## config.mk

```make
export PLATFORM = sky130hd
export DESIGN_NAME = alu_flags
export DESIGN_NICKNAME = d
export VERILOG_FILES = /design/src/rtl/alu_flags.sv
export SDC_FILE = /design/constraint.sdc
export NUM_CORES = 1
export LEC_CHECK = 0
export CAP_MARGIN = 20
export CORE_MARGIN = 1.5
export CORE_UTILIZATION = 38
export CTS_BUF_LIST = sky130_fd_sc_hd__clkbuf_16
export DETAILED_ROUTE_END_ITERATION = 7
export PLACE_DENSITY = 0.87
export SLEW_MARGIN = 15
export SYNTH_ARGS = -nofsm -noshare
export SYNTH_HDL_FRONTEND = slang
export SYNTH_SLANG_ARGS = --single-unit
```

## constraint.sdc

```tcl
create_clock -name clk -period 3.2 [get_ports clk]
set_input_delay 0.64 -clock clk [delete_from_list [all_inputs] [get_ports clk]]
set_output_delay 0.64 -clock clk [all_outputs]
set_load 0.01 [all_outputs]
```

## src/rtl/alu_flags.sv

```systemverilog
// Processor status register (P) on the consuming end of the ALU.
// Flag-update requests are registered at issue and merged with the ALU's registered result one cycle later.
module alu_flags #(
  parameter logic [7:0] RESET_P = 8'h34
) (
  input  logic       clk,
  input  logic       rst,
  input  logic [5:0] alu_op_i,
  input  logic       shift_c_i,
  input  logic [7:0] alu_out_i,
  input  logic       sum_c_i,
  input  logic       sum_v_i,
  input  logic       upd_nz_i,
  input  logic       upd_c_i,
  input  logic       upd_v_i,
  input  logic       bit_i,
  input  logic [7:0] operand_i,
  input  logic [2:0] set_clr_i,
  input  logic       load_p_i,
  input  logic [7:0] db_i,
  input  logic       int_mask_i,
  input  logic       push_b_i,
  output logic [7:0] p_o,
  output logic [7:0] p_push_o,
  output logic       c_o
);

  typedef enum logic [2:0] {
    SC_NONE = 3'd0,
    SC_CLC  = 3'd1,
    SC_SEC  = 3'd2,
    SC_CLI  = 3'd3,
    SC_SEI  = 3'd4,
    SC_CLD  = 3'd5,
    SC_SED  = 3'd6,
    SC_CLV  = 3'd7
  } set_clr_e;

  typedef struct packed {
    logic       upd_nz;
    logic       upd_c;
    logic       upd_v;
    logic       bit_op;
    logic       load_p;
    logic       int_mask;
    set_clr_e   set_clr;
    logic       adder;
    logic       shift_c;
    logic [1:0] operand;
    logic [5:0] db;
  } req_t;

  req_t       req_d, req_q;
  logic [7:0] p_d, p_q;
  logic       alu_zero;
  logic       writes_c;
  logic       unused_inputs;

  assign unused_inputs = ^{alu_op_i[5:4], alu_op_i[2:0], operand_i[5:0], db_i[5:4]};

  always_comb begin
    req_d          = '0;
    req_d.upd_nz   = upd_nz_i;
    req_d.upd_c    = upd_c_i;
    req_d.upd_v    = upd_v_i;
    req_d.bit_op   = bit_i;
    req_d.load_p   = load_p_i;
    req_d.int_mask = int_mask_i;
    req_d.set_clr  = set_clr_e'(set_clr_i);
    req_d.adder    = alu_op_i[3];
    req_d.shift_c  = shift_c_i;
    req_d.operand  = operand_i[7:6];
    req_d.db       = {db_i[7:6], db_i[3:0]};
  end

  always_ff @(posedge clk) begin
    if (rst) begin
      req_q <= '0;
    end else begin
      req_q <= req_d;
    end
  end

  assign alu_zero = (alu_out_i == 8'h00);

  // Later assignments win, so the order below is the flag priority.
  always_comb begin
    p_d = p_q;
    if (req_q.upd_nz) begin
      p_d[7] = alu_out_i[7];
      p_d[1] = alu_zero;
    end
    if (req_q.upd_c) begin
      p_d[0] = req_q.adder ? sum_c_i : req_q.shift_c;
    end
    if (req_q.upd_v) begin
      p_d[6] = sum_v_i;
    end
    if (req_q.bit_op) begin
      p_d[7] = req_q.operand[1];
      p_d[6] = req_q.operand[0];
      p_d[1] = alu_zero;
    end
    case (req_q.set_clr)
      SC_CLC:  p_d[0] = 1'b0;
      SC_SEC:  p_d[0] = 1'b1;
      SC_CLI:  p_d[2] = 1'b0;
      SC_SEI:  p_d[2] = 1'b1;
      SC_CLD:  p_d[3] = 1'b0;
      SC_SED:  p_d[3] = 1'b1;
      SC_CLV:  p_d[6] = 1'b0;
      default: ;
    endcase
    if (req_q.load_p) begin
      p_d[7:6] = req_q.db[5:4];
      p_d[3:0] = req_q.db[3:0];
    end
    if (req_q.int_mask) begin
      p_d[2] = 1'b1;
    end
    p_d[5:4] = 2'b11;
  end

  always_ff @(posedge clk) begin
    if (rst) begin
      p_q <= RESET_P | 8'h30;
    end else begin
      p_q <= p_d;
    end
  end

  // Forward the carry being written this cycle so a chained op issued now sees it.
  always_comb begin
    writes_c = req_q.upd_c || req_q.load_p ||
               (req_q.set_clr == SC_CLC) || (req_q.set_clr == SC_SEC);
    c_o      = (writes_c && !rst) ? p_d[0] : p_q[0];
  end

  assign p_o      = p_q;
  assign p_push_o = {p_q[7:6], 1'b1, push_b_i, p_q[3:0]};

endmodule

```

==> impl_metrics.json, run 1 <==
{
  "worst_slew_pin_slew_ns": 0.502,
  "ys_seq_area_frac": 0.502,
  "die_h_um": 54.2,
  "dieArea_mm2": 0.00294,
  "ys_warn_count": 0,
  "layout-drive-gt1-share": 0.0791,
  "cap_violations": 0,
  "dp_slack_ns": 0.321,
  "crit_path_start": "sum_c_i",
  "crit_type": "input port to output port",
  "fmax_ghz": 0.345,
  "core-area_mm2": 0.00248,
  "final_common_cell": "clkdlybuf4s50_1",
  "synth_area_um2": 997,
  "synth_seq_cells": 25,
  "p_leak_nw": 0.556,
  "status": "completed",
  "grt_pass1_vias": 818,
  "rrSetupSlack_ns": 1.92,
  "cts.reportedPaths.clkPinSlew_ns": 0.06,
  "syn_avg_cell_area_um2": 9.78,
  "setup_slack_ns": 0.302,
  "clockBufferDepth": 2,
  "cts_tree": "yes",
  "grt_max_degree": 26,
  "power_density_mw_per_mm2": 493,
  "ctsResizeCount": 0,
  "power_w": 0.000725,
  "ant_nets": 0,
  "placementRows": 18,
  "critPathArrivalTime_ns": 2.26,
  "layout_common_cells": "43 x clkdlybuf4s50_1, 25 x dfxtp_1, 21 x nor2b_1, 6 x a21oi_1, 5 x o21ai_0",
  "hold_end": "p_o[6]",
  "num_vias": 840,
  "drc_errors": 0,
  "grt_pass1_wl_mm": 3.37,
  "htreeDepth": 1,
  "antenna_found_initial": 0,
  "syn_to_final_growth_pct": 47.6,
  "rsz0062_at_grt": "no",
  "grt_util_all_layers": 0.161,
  "floorplan.initialDensity": 0.403,
  "hold_buffers": 0,
  "post-cts-setup-buffers": 0,
  "reg2reg_to": "p_o[1]",
  "synth_cell_types": 30,
  "wirelength_mm": 2.23,
  "avgRoutedWirePerCell_um": 13.2,
  "worstPathMaxFanout": 2,
  "final.fill_count": 221,
  "setup_violations": 0,
  "synth_area_leader_cell": "dfxtp_1",
  "gr-total-overflow": 0,
  "n_antenna_cell": 0,
  "slew_violations": 0,
  "period_minus_slack_ns": 2.90,
  "cts_made_buffers": 3,
  "r2r_start": "req_q[14]",
  "holdCritStartpoint": "req_q[4]",
  "cp-end-kind": "output port",
  "via_per_inst": 4.97,
  "post-route-util": 0.594,
  "cts_root_buffer": "clkbuf_16",
  "cts_sinks": 25,
  "hp-class": "flop to flop",
  "hold_viol": 0,
  "irDropWorstVdd_v": 0.000396,
  "holdPathStages": 2,
  "worst_r2r_path_depth": 3,
  "max_slew_margin": 0.665,
  "fin_tns_setup_ns": 0,
  "crit_required_ns": 2.56,
  "routabilityCongestion": 0.689,
  "drt_iter0_drc": 11,
  "critPathLaunchType": "input port",
  "final.period_utilization": 0.906,
  "fin_skew_ns": 0.00307,
  "clk_latency_ns": 0.25,
  "pin_count": 62,
  "drt-pass1-iter-count": 4,
  "yosysTopAreaCellShare": 0.502,
  "portBuffers": 43,
  "finalNetCount": 185,
  "synth_area_leaders": "dfxtp_1 50%, nor2b_1 13%, buf_4 7.5%",
  "die_x_um": 54.2,
  "syn_inst": 102,
  "whs_ns": 0.468
}
registers in the layout (all words and copies together) (netlist names):
register,count
req_q,19
p_o,6
final cells by class:
cell class / count / area [µm²] / share of cell area
clock buffer: 3 / 75.1 / 0.0510
clock inverter: 1 / 3.75 / 0.00255
inverter: 3 / 11.3 / 0.00765
multi-input combinational: 63 / 405 / 0.276
sequential: 25 / 500 / 0.340
tap: 30 / 37.5 / 0.0255
timing repair buffer: 44 / 438 / 0.298
worst max-delay path, stage by stage:
cell	delay (ns)
clkdlybuf4s50_1	0.46
mux2i_1	0.08
and2_2	0.19
o21ai_0	0.19
mux2_4	0.18
clkdlybuf4s50_1	0.52
how the worst max path moves through the flow:
stage | slack [ns] | end
6_report | 0.30 | c_o
5_1_grt | 0.23 | c_o
4_1_cts | 0.29 | c_o
3_5_place_dp | 0.32 | c_o
3_3_place_gp | 0.35 | c_o
2_1_floorplan | 1.34 | c_o
metrics by stage:
step	std cells	instance area, µm²
6_report	169	1470
5_1_grt	169	1470
4_1_cts	169	1470
3_5_place_dp	165	1390
3_3_place_gp	165	1390
2_1_floorplan	104	1000
power breakdown:
part / switching (W) / internal [W] / total [W]
combinational: 0.0000381 / 0.0000775 / 0.000116
clock: 0.0000969 / 0.000167 / 0.000263
sequential: 0.0000161 / 0.000330 / 0.000346
total: 0.000151 / 0.000574 / 0.000725
cell families (layout without fill, tap and decap cells):
group | count (synthesis) | after routing | share of synthesized area
AO/OA/AOI/OAI | 18 | 18 | 0.114
XOR/XNOR | 1 | 1 | 0.00878
buffers and inverters | 16 | 51 | 0.0991
flip-flops | 25 | 25 | 0.502
multiplexers | 4 | 4 | 0.0477
other | 1 | 3 | 0.00376
AND/OR/NAND/NOR | 37 | 37 | 0.225
cells in the mapped netlist:
cell type and instances:
a211oi_1 1, a21oi_1 6, a221oi_1 2, a2bb2oi_1 1
a311oi_1 1, and2_2 1, and2b_2 1, buf_2 1
buf_4 10, clkbuf_1 2, conb_1 1, dfxtp_1 25
inv_1 3, mux2_2 2, mux2_4 1, mux2i_1 1
nand2_1 3, nand2b_1 2, nand3_1 1, nor2_1 3
nor2_2 1, nor2b_1 21, nor3_1 1, nor3_2 1
nor4_1 1, nor4b_1 1, o21a_1 1, o21ai_0 5
o221ai_1 1, xnor2_1 1
per-layer routing:
metal  GRT usage  part of all wire
met5           0                 0
met4      0.0750             0.017
met3      0.0355             0.063
met2       0.281              0.51
met1       0.186              0.41
(Power assumes the default switching activity.)
==> inputs of run 2 (changes only) <==
Settings changed: SKIP_CTS_REPAIR_TIMING from default to 1.
==> results of run 2 <==
Final layout, timing and power as in run 1 (identical DEF).
